`config.mk`:
```
export PLATFORM = sky130hd
export DESIGN_NAME = gpr_readout_flat
export DESIGN_NICKNAME = d
export VERILOG_FILES = /design/src/rtl/gpr_readout_pkg.sv /design/src/rtl/gpr_readout_if.sv /design/src/rtl/gpr_readout.sv /design/src/flat_wrapper.sv
export SDC_FILE = /design/constraint.sdc
export NUM_CORES = 1
export LEC_CHECK = 0
export ABC_AREA = 1
export CAP_MARGIN = 30
export CORE_MARGIN = 5
export CORE_UTILIZATION = 40
export CTS_BUF_LIST = sky130_fd_sc_hd__clkbuf_4
export CTS_CLUSTER_DIAMETER = 120
export DETAILED_ROUTE_END_ITERATION = 12
export PLACE_DENSITY_LB_ADDON = 0.25
export SETUP_SLACK_MARGIN = 0.05
export SYNTH_ARGS = -nofsm -noshare
export SYNTH_HDL_FRONTEND = slang
export SYNTH_SLANG_ARGS = --single-unit
```
`constraint.sdc`:
```
create_clock -name clk -period 1.65 [get_ports clk]
set_input_delay 0.2475 -clock clk [delete_from_list [all_inputs] [get_ports clk]]
set_output_delay 0.2475 -clock clk [all_outputs]
set_load 0.05 [all_outputs]
```
`src/rtl/gpr_readout_pkg.sv`:
```
// Shared processor definitions: IR field layout, opcodes, GPR geometry,
// readback tag encoding and the readback engine state encoding.
// Imported by the readback engine and its stream interface.
package gpr_readout_pkg;

  // GPR file geometry
  localparam int GPR_NUM    = 32;
  localparam int GPR_DATA_W = 16;
  localparam int GPR_IDX_W  = 5;
  localparam int GPR_CNT_W  = GPR_IDX_W + 1;
  localparam int GPR_TAG_W  = GPR_IDX_W + 1;

  // Tag carried by the SGPR word: MSB set, index field zero
  localparam logic [GPR_TAG_W-1:0] SGPR_TAG = 6'b100000;

  // Instruction register field positions
  localparam int IR_OPER_TYPE_MSB = 31;
  localparam int IR_OPER_TYPE_LSB = 27;
  localparam int IR_RDST_MSB      = 26;
  localparam int IR_RDST_LSB      = 22;
  localparam int IR_RSRC1_MSB     = 21;
  localparam int IR_RSRC1_LSB     = 17;
  localparam int IR_IMM_MODE      = 16;
  localparam int IR_RSRC2_MSB     = 15;
  localparam int IR_RSRC2_LSB     = 11;
  localparam int IR_ISRC_MSB      = 15;
  localparam int IR_ISRC_LSB      = 0;

  // Opcodes
  localparam logic [4:0] OP_MOVSGPR = 5'd0;
  localparam logic [4:0] OP_MOV     = 5'd1;
  localparam logic [4:0] OP_ADD     = 5'd2;
  localparam logic [4:0] OP_SUB     = 5'd3;
  localparam logic [4:0] OP_MUL     = 5'd4;
  localparam logic [4:0] OP_ROR     = 5'd5;
  localparam logic [4:0] OP_RAND    = 5'd6;
  localparam logic [4:0] OP_RXOR    = 5'd7;
  localparam logic [4:0] OP_RXNOR   = 5'd8;
  localparam logic [4:0] OP_RNAND   = 5'd9;
  localparam logic [4:0] OP_RNOR    = 5'd10;
  localparam logic [4:0] OP_RNOT    = 5'd11;

  // Readback engine states
  typedef enum logic [2:0] {
    ST_IDLE  = 3'd0,
    ST_ISSUE = 3'd1,
    ST_CAPT  = 3'd2,
    ST_SGPR  = 3'd3,
    ST_OUT   = 3'd4,
    ST_FIN   = 3'd5
  } rd_state_e;

endpackage

```
`src/rtl/gpr_readout_if.sv`:
```
// Readback word stream: data, {is_sgpr, idx} tag, last marker.
// No latency of its own; plain wires between producer and sink.
// Valid/ready: the producer holds a word stable until valid && ready.
interface gpr_readout_if #(
  parameter int DATA_W = 16,
  parameter int TAG_W  = 6
);
  logic [DATA_W-1:0] dout_data;
  logic [TAG_W-1:0]  dout_tag;
  logic              dout_valid;
  logic              dout_ready;
  logic              dout_last;

  modport master (
    output dout_data, dout_tag, dout_valid, dout_last,
    input  dout_ready
  );

  modport slave (
    input  dout_data, dout_tag, dout_valid, dout_last,
    output dout_ready
  );
endinterface

```
`src/rtl/gpr_readout.sv`:
```
// Register-file readback: streams a GPR window (wrapping at 31) and optionally SGPR.
// Latency: start -> rf_re 1 cycle, -> first word valid 3 cycles; 3 cycles/word at full rate.
// Backpressure: word held stable in OUT until dout_ready; abort drops it immediately.
module gpr_readout
  import gpr_readout_pkg::*;
#(
  parameter int NUM_GPR = GPR_NUM,
  parameter int DATA_W  = GPR_DATA_W
) (
  input  logic                 clk,
  input  logic                 sys_rst,
  input  logic                 start,
  input  logic [GPR_IDX_W-1:0] start_idx,
  input  logic [GPR_CNT_W-1:0] count,
  input  logic                 include_sgpr,
  input  logic                 abort,
  output logic                 rf_re,
  output logic [GPR_IDX_W-1:0] rf_raddr,
  input  logic [DATA_W-1:0]    rf_rdata,
  input  logic [DATA_W-1:0]    sgpr_in,
  output logic                 busy,
  output logic                 done,
  gpr_readout_if.master        dout_if
);

  rd_state_e              r_state;
  rd_state_e              w_state_nxt;
  logic [GPR_IDX_W-1:0]   r_cur_idx;
  logic [GPR_CNT_W-1:0]   r_remaining;
  logic                   r_incl_sgpr;
  logic                   r_sgpr_sent;
  logic [DATA_W-1:0]      r_dout_data;
  logic [GPR_TAG_W-1:0]   r_dout_tag;
  logic                   r_dout_valid;
  logic                   r_dout_last;

  logic                   w_accept;
  logic                   w_hs;
  logic                   w_word_is_sgpr;
  logic [GPR_CNT_W-1:0]   w_count_clamped;
  logic [GPR_CNT_W-1:0]   w_remaining_after;

  // A window never exceeds the register file, so the wrap cannot revisit an entry
  assign w_count_clamped = (count > GPR_CNT_W'(NUM_GPR)) ? GPR_CNT_W'(NUM_GPR) : count;
  // start is only honoured in IDLE and loses to a simultaneous abort
  assign w_accept        = (r_state == ST_IDLE) && start && !abort;
  assign w_hs            = r_dout_valid && dout_if.dout_ready;
  assign w_word_is_sgpr  = r_dout_tag[GPR_TAG_W-1];
  // The SGPR word does not consume a GPR slot
  assign w_remaining_after = w_word_is_sgpr ? r_remaining : (r_remaining - GPR_CNT_W'(1));

  // State register
  always_ff @(posedge clk or posedge sys_rst) begin
    if (sys_rst) begin
      r_state <= ST_IDLE;
    end else begin
      r_state <= w_state_nxt;
    end
  end

  // Next-state selection; abort overrides everything including a handshake
  always_comb begin
    w_state_nxt = r_state;
    case (r_state)
      ST_IDLE: begin
        if (w_accept) begin
          if (w_count_clamped != '0) begin
            w_state_nxt = ST_ISSUE;
          end else if (include_sgpr) begin
            w_state_nxt = ST_SGPR;
          end else begin
            w_state_nxt = ST_FIN;
          end
        end
      end
      ST_ISSUE: w_state_nxt = ST_CAPT;
      ST_CAPT:  w_state_nxt = ST_OUT;
      ST_SGPR:  w_state_nxt = ST_OUT;
      ST_OUT: begin
        if (w_hs) begin
          if (w_remaining_after != '0) begin
            w_state_nxt = ST_ISSUE;
          end else if (r_incl_sgpr && !r_sgpr_sent) begin
            w_state_nxt = ST_SGPR;
          end else begin
            w_state_nxt = ST_FIN;
          end
        end
      end
      ST_FIN:   w_state_nxt = ST_IDLE;
      default:  w_state_nxt = ST_IDLE;
    endcase
    if (abort) begin
      w_state_nxt = ST_IDLE;
    end
  end

  // Command context and output word register
  always_ff @(posedge clk or posedge sys_rst) begin
    if (sys_rst) begin
      r_cur_idx    <= '0;
      r_remaining  <= '0;
      r_incl_sgpr  <= 1'b0;
      r_sgpr_sent  <= 1'b0;
      r_dout_data  <= '0;
      r_dout_tag   <= '0;
      r_dout_valid <= 1'b0;
      r_dout_last  <= 1'b0;
    end else begin
      case (r_state)
        ST_IDLE: begin
          if (w_accept) begin
            r_cur_idx   <= start_idx;
            r_remaining <= w_count_clamped;
            r_incl_sgpr <= include_sgpr;
            r_sgpr_sent <= 1'b0;
          end
        end
        ST_CAPT: begin
          r_dout_data  <= rf_rdata;
          r_dout_tag   <= {1'b0, r_cur_idx};
          r_dout_valid <= 1'b1;
          r_dout_last  <= (r_remaining == GPR_CNT_W'(1)) && !r_incl_sgpr;
        end
        ST_SGPR: begin
          // SGPR is sampled here rather than at start so it reflects the latest multiply
          r_dout_data  <= sgpr_in;
          r_dout_tag   <= SGPR_TAG;
          r_dout_valid <= 1'b1;
          r_dout_last  <= 1'b1;
          r_sgpr_sent  <= 1'b1;
        end
        ST_OUT: begin
          if (w_hs) begin
            r_dout_valid <= 1'b0;
            if (!w_word_is_sgpr) begin
              r_remaining <= w_remaining_after;
              r_cur_idx   <= r_cur_idx + GPR_IDX_W'(1);
            end
          end
        end
        default: ;
      endcase
      if (abort) begin
        r_dout_valid <= 1'b0;
      end
    end
  end

  assign rf_re    = (r_state == ST_ISSUE);
  assign rf_raddr = r_cur_idx;
  assign busy     = (r_state != ST_IDLE);
  assign done     = (r_state == ST_FIN);

  assign dout_if.dout_data  = r_dout_data;
  assign dout_if.dout_tag   = r_dout_tag;
  assign dout_if.dout_valid = r_dout_valid;
  assign dout_if.dout_last  = r_dout_last;

endmodule

```
`src/flat_wrapper.sv`:
```
// flat-port wrapper written by rule: the top's interface ports become plain ports
module gpr_readout_flat import gpr_readout_pkg::*;
#(
  parameter int NUM_GPR = GPR_NUM,
  parameter int DATA_W  = GPR_DATA_W
)
  (clk, sys_rst, start, start_idx, count, include_sgpr, abort, rf_re, rf_raddr, rf_rdata, sgpr_in, busy, done, dout_if_dout_data, dout_if_dout_tag, dout_if_dout_valid, dout_if_dout_last, dout_if_dout_ready);
  gpr_readout_if #(.DATA_W(DATA_W), .TAG_W(6)) dout_if_i ();
  input  logic clk;
  input  logic sys_rst;
  input  logic start;
  input  logic [GPR_IDX_W-1:0] start_idx;
  input  logic [GPR_CNT_W-1:0] count;
  input  logic include_sgpr;
  input  logic abort;
  output logic rf_re;
  output logic [GPR_IDX_W-1:0] rf_raddr;
  input  logic [DATA_W-1:0] rf_rdata;
  input  logic [DATA_W-1:0] sgpr_in;
  output logic busy;
  output logic done;
  output wire logic [$bits(dout_if_i.dout_data)-1:0] dout_if_dout_data;
  output wire logic [$bits(dout_if_i.dout_tag)-1:0] dout_if_dout_tag;
  output wire logic [$bits(dout_if_i.dout_valid)-1:0] dout_if_dout_valid;
  output wire logic [$bits(dout_if_i.dout_last)-1:0] dout_if_dout_last;
  input wire logic [$bits(dout_if_i.dout_ready)-1:0] dout_if_dout_ready;
  assign dout_if_dout_data = dout_if_i.dout_data;
  assign dout_if_dout_tag = dout_if_i.dout_tag;
  assign dout_if_dout_valid = dout_if_i.dout_valid;
  assign dout_if_dout_last = dout_if_i.dout_last;
  assign dout_if_i.dout_ready = dout_if_dout_ready;
  gpr_readout #(.NUM_GPR(NUM_GPR), .DATA_W(DATA_W)) u_core (.clk(clk), .sys_rst(sys_rst), .start(start), .start_idx(start_idx), .count(count), .include_sgpr(include_sgpr), .abort(abort), .rf_re(rf_re), .rf_raddr(rf_raddr), .rf_rdata(rf_rdata), .sgpr_in(sgpr_in), .busy(busy), .done(done), .dout_if(dout_if_i));
endmodule
```
### Word level (Yosys, flattened, before mapping)

Index checks and enable logic that the tools add are counted.

| storage, ports and cells | value |
|---|---|
| register bits | 40 |
| output and inout port bits | 32 |
| input bits | 49 |
| logic and storage cells | 71 |

| operators by class | value |
|---|---|
| reduce and logical (&&, ||, !) cells | 22 |
| add/subtract/negate cells | 2 |
| equality and inequality tests | 11 |
| magnitude comparators | 1 |
| mux-type cells | 26 |

Operators with widths:

| cell | count |
|---|---|
| 16-bit case mux with 2 select lines | 1 |
| 6-bit two-way mux | 5 |
| 6-bit case mux with 2 select lines | 2 |
| 3-bit two-way mux | 7 |
| 5-bit two-way mux | 3 |
| 3-bit case mux with 4 select lines | 1 |
| 6-bit nonzero test | 2 |
| 5-bit case mux with 2 select lines | 1 |
| 2-bit AND reduction | 4 |
| 3-bit by 2-bit equality test with 1-bit output, second input constant | 2 |
| 3-bit equality test, second input constant | 2 |
| 6-bit by 1-bit equality test with 1-bit output, second input constant | 1 |
| 6-bit > comparator, second input constant | 1 |
| 3-bit by 2-bit inequality test with 1-bit output, second input constant | 2 |
| 1-bit case mux with 2 select lines | 3 |
| 2-bit nonzero test | 3 |
| 3-bit nonzero test | 2 |
| 6-bit by 1-bit subtractor with 6-bit output, second input constant | 1 |
| 5-bit by 1-bit adder with 5-bit output, second input constant | 1 |
| 1-bit logical AND | 5 |
| 2-bit by 1-bit inequality test with 1-bit output, second input constant | 2 |
| 4-bit AND reduction | 1 |
| 3-bit by 1-bit equality test with 1-bit output, second input constant | 1 |
| 1-bit logical NOT | 3 |
| other kinds (4) | 6 |

### Depth between registers and ports, before layout

Gate-level depths: netlist of run 1.

| depth | value |
|---|---|
| depth in word-level cells | 7 |
| mapped depth | 12 |
| mapped depth without buffers | 12 |

### Worst setup path after synthesis of run 1

OpenSTA, ideal clock, no wires.

| timing | value |
|---|---|
| path kind | reg-to-output |
| start point | register u_core.r_state[0] |
| end point | output port done |
| path buffers | 1 |
| slack | -424 ps |
| cell stages (with the launch flop) | 4 |
| arrival | 1826 ps |
| path through | dfrtp_1 inv_2 buf_1 nor3_1 |

| on the way | value |
|---|---|
| longest elaborated chain between the ends | 1 |

RTL lines:

| item | line | RTL |
|---|---|---|
| start, declared | gpr_readout.sv:26 | `rd_state_e r_state;` |
| start signal, assigned | gpr_readout.sv:57 | `r_state <= w_state_nxt;` |
| 3-bit equality test | gpr_readout.sv:153 | `assign done = (r_state == ST_FIN);` |
| end, declared | flat_wrapper.sv:21 | `output logic done;` |

No other way between the ends.

### Worst setup path after layout of run 1

| timing | value |
|---|---|
| start point | register u_core.r_state[0] |
| end point | output port busy |

| on the way | value |
|---|---|
| longest elaborated chain between the ends | 1 |

RTL lines:

| item | line | RTL |
|---|---|---|
| 3-bit nonzero test | gpr_readout.sv:152 | `assign busy = (r_state != ST_IDLE);` |
| end, declared | flat_wrapper.sv:20 | `output logic busy;` |

No other way between the ends.

==> results.json, run 1 <==
{
  "status": "finished, final reports clean",
  "max_slew_margin": 0.805,
  "row_count": 26,
  "via_per_inst": 5.04,
  "drive_above_1_share": 0.228,
  "yosysMostFrequentCell": "nand2_1",
  "cts-htree-levels": 2,
  "dieHeight_um": 83.1,
  "power_density_nw_per_um2": 2040,
  "grt_pass1_wl_um": 10100,
  "regArea_um2": 1000,
  "fin_crit_sh": 0.977,
  "worstMarginPinSlew_ps": 293,
  "p_sw_mw": 3.48,
  "cts_tree": "yes",
  "insertion_delay_ps": 350,
  "rr_startpoint": "u_core.r_state[0]",
  "crit_path_start_kind": "register",
  "synth_area_leaders": "dfrtp_1 (47%), nand2_1 (12%), o21ai_0 (6.8%), nor2_1 (6.3%), inv_1 (4.9%)",
  "regToRegEndpoint": "u_core.r_state[1]",
  "grt_overflow_total": 0,
  "power_leakage_nw": 1.51,
  "hold_violations": 0,
  "die_area_um2": 6900,
  "r2r_cells": 8,
  "slowest_delay_ps": 450,
  "setup_violations": 0,
  "path_clk_slew_ps": 130,
  "ys_seq_area_frac": 0.469,
  "io_buffers": 80,
  "hp-class": "input pin to async pin",
  "worstPathArrival_ps": 1360,
  "die_w_um": 83.1,
  "routed_wl_um": 6040,
  "power_frac_clock": 0.094,
  "hpwl_um": 4250,
  "clock_skew_ps": 18.2,
  "yosysWarnings": 0,
  "core_um2": 5140,
  "internal-power_mw": 3.26,
  "slew_violations": 0,
  "antenna_left": 0,
  "synthCells": 280,
  "cts_buffers": 5,
  "p_seq_frac": 0.268,
  "place_ws_ps": -30.4,
  "drc_errors": 0,
  "finalCriticalPeriod_ps": 1610,
  "synth-seq-cells": 40,
  "cts_num_sinks": 40,
  "synth-edff-count": 0,
  "cts_buffer_depth": 2,
  "yosys_most_used_dff": "dfrtp_1",
  "path_cells": "buf_6 > nor2_4 > nand2_2 > buf_12",
  "syn_nets": 332,
  "synthArstFlopShare": 1.00,
  "finalWorstSetupSlack_ps": 38.5,
  "syn-cell-area_um2": 2140,
  "place.gp.congestion": 0.803,
  "dr.pass1.iters": 4,
  "critical_path_class": "register to output port",
  "required_ps": 1400,
  "r2r_slack_ps": 90,
  "rsz0062_at_grt": "true",
  "grt_max_degree": 41,
  "vias": 2251,
  "wire_per_inst_um": 13.5,
  "ir_drop_v": 0.00152,
  "first_global_vias": 2171,
  "start_util": 0.416,
  "synth_common_cells": "nand2_1 (68), dfrtp_1 (40), nor2_1 (36)",
  "track_usage": 0.177,
  "cp_slowest_cell": "dfrtp_2",
  "fillers": 463,
  "fmax_mhz": 621,
  "diodes": 0,
  "cp-end-kind": "output port",
  "maxCapViolations": 0,
  "root_buffer": "clkbuf_4",
  "finish.net_count": 428,
  "stdcell_count": 447,
  "dp.cells": 430,
  "swShare": 0.517,
  "drt_iter0_drc": 80,
  "synth_area_per_cell_um2": 7.63,
  "critPathMaxFanout": 4,
  "combPwrFrac": 0.638,
  "yosys.cell_types.count": 28,
  "synth_top_area_frac": 0.469,
  "io_pins": 81,
  "yosysTopAreaCell": "dfrtp_1",
  "synthToLayoutAreaGrowth_pct": 54.4,
  "antenna_found_initial": 0,
  "multiInputGateArea_um2": 1040
}
-- worst max path at each step --
stage                       start  depth (start not counted)  slack, ps                  to
2_1_floorplan   u_core.r_state[0]                          3         -2                done
3_3_place_gp   dout_if_dout_ready                          7         10  u_core.rf_raddr[3]
3_5_place_dp   dout_if_dout_ready                          7        -30  u_core.rf_raddr[3]
4_1_cts         u_core.r_state[0]                          4         50                busy
5_1_grt         u_core.r_state[0]                          4        -30                busy
6_report        u_core.r_state[0]                          4         40                busy
-- placed cells by master (no fill, tap or decap), types with 3 or more instances in the layout --
cell,instances
nand4_1,5
nand3_1,18
buf_6,4
clkdlybuf4s50_1,48
o21ai_0,29
dfrtp_1,37
a21oi_1,14
a31oi_1,5
o31ai_1,4
nor2_4,3
nor2_2,6
clkbuf_4,5
buf_12,5
nor2_1,30
inv_1,24
dfrtp_2,3
clkinvlp_4,3
nand2_1,66
buf_4,40
-- power groups by stage --
| stage | Sequential [mW] | Clock, mW | Combinational (mW) |
|---|---|---|---|
| floorplan | 2.95 | 0 | 1.49 |
| global placement | 1.79 | 0 | 3.89 |
| detailed placement | 1.80 | 0 | 3.93 |
| CTS | 1.80 | 0.645 | 4.16 |
| global route | 1.88 | 0.688 | 4.67 |
| finish | 1.81 | 0.632 | 4.30 |
-- state kept, by name, indices dropped and copies added, names as in the netlist --
name and cells:
u_core.dout_if.dout_data 16, u_core.dout_if.dout_last 1, u_core.dout_if.dout_tag 6, u_core.dout_if.dout_valid 1, u_core.r_incl_sgpr 1, u_core.r_remaining 6, u_core.r_sgpr_sent 1, u_core.r_state 3
u_core.rf_raddr 5
-- logic make-up (layout without fill, tap and decap cells) --
logic type                 Yosys count  count (layout)  synth area share
and+or+nand+nor                    137             137             0.278
AOI/OAI and AO/OA                   61              61             0.161
buffers and inverters               39             136            0.0756
DFF                                 40              40             0.469
adders and majority gates            3               3            0.0176
-- per-layer routing --
| metal | wire length, um | global-route usage | vias up | share of wire |
|---|---|---|---|---|
| met4 | 128 | 0.0698 | 0 | 0.021 |
| met3 | 270 | 0.0277 | 12 | 0.045 |
| met1 | 2670 | 0.232 | 1063 | 0.44 |
| met2 | 2970 | 0.292 | 59 | 0.49 |
| met5 | 0 | 0 | - | 0 |
| li1 | - | - | 1117 | - |
-- critical path: cells and delay by family (launching register included) --
| family | cells | cell delay (ps) |
|---|---|---|
| buf+inv | 2 | 300 |
| simple gates | 2 | 280 |
| flops | 1 | 450 |
-- through the flow --
step	TNS [ps]	hold WS (ps)	area [um2]	total power [mW]	util
after floorplan	-2.03	320	2150	4.43	-
after detailed placement	-49.9	474	3030	5.73	0.589
after global placement	0	466	3030	5.67	0.589
after global routing	-36.3	271	3300	7.24	0.642
after CTS	0	249	3210	6.60	0.624
final	0	242	3300	6.74	0.642
-- area by class of cell --
type | count | share of cell area
Multi-Input combinational cell | 201 | 0.316
Inverter | 29 | 0.0376
Timing Repair inverter | 1 | 0.00228
Clock buffer | 5 | 0.0114
Sequential cell | 40 | 0.305
Timing Repair Buffer | 98 | 0.291
Clock inverter | 3 | 0.0114
Tap cell | 70 | 0.0266
-- timing repair --
| action | in CTS | in global routing |
|---|---|---|
| pin swaps | 2 | 3 |
| cloned | 1 | 1 |
| endpoints found under the setup margin | 3 | 28 |
| buffers inserted | 3 | 4 |
| gates resized for setup | 14 | 19 |
| hold buffers | 0 | 0 |
Note: power is estimated with default switching activity, not from simulation.
==> inputs of run 2 (changes only) <==
SETUP_SLACK_MARGIN = 0.2   (was 0.05)
==> run 2 against run 1 <==
Compared with the run above:
- first-iteration DRC count is 11% lower
- worst setup slack better by 91 ps
- routed wire length is 8.5% higher
- hold slack worse by 29 ps
- via count is 2.9% higher
- utilization is 2.3 points higher
- die area stayed put
- flip-flop and latch count stayed put
- global-route usage is 0.54 points higher
- clock power is 5.2% higher
- sequential power hardly changed
==> results.json, run 2 (synthesis gave the netlist of run 1 again) <==
{
  "fin_crit_sh": 0.921,
  "insertion_delay_ps": 350,
  "busiest_layer": "met2",
  "crit_path_start_kind": "register",
  "largest_reg_flops": 16,
  "cts-htree-levels": 2,
  "met3_usage": 0.0406,
  "grt_overflow_total": 0,
  "worstPathArrival_ps": 1270,
  "first_global_vias": 2266,
  "rsz0062_at_grt": "true",
  "cp-end-kind": "output port",
  "clock_skew_ps": 11.1,
  "worst-path-stages": 3,
  "die_w_um": 83.1,
  "critical_path_buf_inv_count": 2,
  "die_area_um2": 6900,
  "track_usage": 0.182,
  "drt_iter0_drc": 71,
  "start_util": 0.416,
  "hpwl_um": 4440,
  "maxCapViolations": 0,
  "cp_top_family": "flip-flops",
  "critPathLaunch": "u_core.r_state[0]",
  "r2r_slack_ps": 140,
  "wire_per_inst_um": 14.3,
  "synthToLayoutAreaGrowth_pct": 60.0,
  "critPathMaxFanout": 3,
  "cp_slowest_cell": "dfrtp_2",
  "power_leakage_nw": 1.55,
  "antenna_found_initial": 0,
  "antenna_left": 0,
  "regToRegEndpoint": "u_core.r_state[1]",
  "finish.net_count": 440,
  "layout_commonest_cell": "nand2_1",
  "max_slew_margin": 0.769,
  "path_cells": "inv_6 > nor3_4 > buf_12",
  "hold_violations": 0,
  "slowest_delay_ps": 450,
  "via_per_inst": 5.05,
  "cts_tree": "yes",
  "place.gp.congestion": 0.831,
  "worstMarginPinSlew_ps": 346,
  "power_mw": 7.08,
  "root_buffer": "clkbuf_4",
  "drc_errors": 0,
  "routed_wl_um": 6550,
  "rr_startpoint": "u_core.r_state[0]",
  "slew_violations": 0,
  "critical_path_class": "register to output port",
  "cts_buffer_depth": 2,
  "row_count": 26,
  "setup_violations": 0,
  "met2_usage": 0.317,
  "io_buffers": 80,
  "cts_buffers": 5,
  "vias": 2317,
  "drive_above_1_share": 0.293,
  "dr.pass1.iters": 5,
  "power_density_nw_per_um2": 2070,
  "hp-class": "input pin to async pin",
  "core_um2": 5140,
  "path_clk_slew_ps": 120,
  "grt_pass1_wl_um": 10400,
  "cts_num_sinks": 40,
  "io_pins": 81,
  "ir_drop_v": 0.00128,
  "dieHeight_um": 83.1,
  "grt_max_degree": 27,
  "final_cell_mix": "nand2_1 (64), buf_4 (51), clkdlybuf4s50_1 (48), dfrtp_1 (33), nor2_1 (30)",
  "required_ps": 1400,
  "grt_use_met1": 0.224,
  "status": "finished, final reports clean",
  "finalCriticalPeriod_ps": 1520,
  "r2r_cells": 8,
  "diodes": 0,
  "fmax_mhz": 658,
  "finalSetupTns_ps": 0
}
run 2: metal layers:
metal,routed length [um],share of wire
met5,0,0
met4,132,0.020
met3,254,0.039
met2,3340,0.51
met1,2830,0.43
run 2: tightest hold or removal path, stage by stage:
cell	delay, ps
clkdlybuf4s50_1	400
inv_1	70
buf_4	220
run 2: final cells by class:
| class | instances | area [um2] |
|---|---|---|
| clock buffer | 6 | 45.0 |
| fill | 478 | 1720 |
| inverter | 29 | 121 |
| multi-input combinational | 201 | 1080 |
| timing repair buffer | 108 | 1010 |
| sequential | 40 | 1010 |
| timing repair inverter | 3 | 22.5 |
| tap | 70 | 87.6 |
| clock inverter | 2 | 35.0 |
run 2: worst max-delay path by stage:
stage / slack, ps / end
6_report: 130 / rf_re
5_1_grt: 50 / u_core.r_state[1]
4_1_cts: 110 / rf_re
3_5_place_dp: 60 / u_core.rf_raddr[4]
3_3_place_gp: 110 / u_core.rf_raddr[1]
2_1_floorplan: 180 / done
run 2: metrics by stage:
step | hold slack (ps) | area [um2] | setup slack (ps) | cells | util
final | 214 | 3420 | 130 | 459 | 0.665
after global routing | 221 | 3420 | 52.7 | 459 | 0.665
after CTS | 208 | 3240 | 115 | 449 | 0.630
after detailed placement | 467 | 3040 | 58.9 | 432 | 0.592
after global placement | 463 | 3040 | 114 | 432 | 0.592
after floorplan | 317 | 2160 | 175 | 280 | -
run 2: repair_timing:
action | in CTS | in global routing
buffers inserted | 8 | 7
hold endpoints to repair | 0 | 0
pin swaps | 5 | 8
gates resized for setup | 19 | 31
setup endpoints to repair | 33 | 39
hold buffers | 0 | 0
gates cloned | 1 | 3
run 2: power by group:
part / internal, mW / switching (mW) / total, mW
Clock: 0.334 / 0.330 / 0.665
Combinational: 1.66 / 2.92 / 4.57
Sequential: 1.45 / 0.395 / 1.84
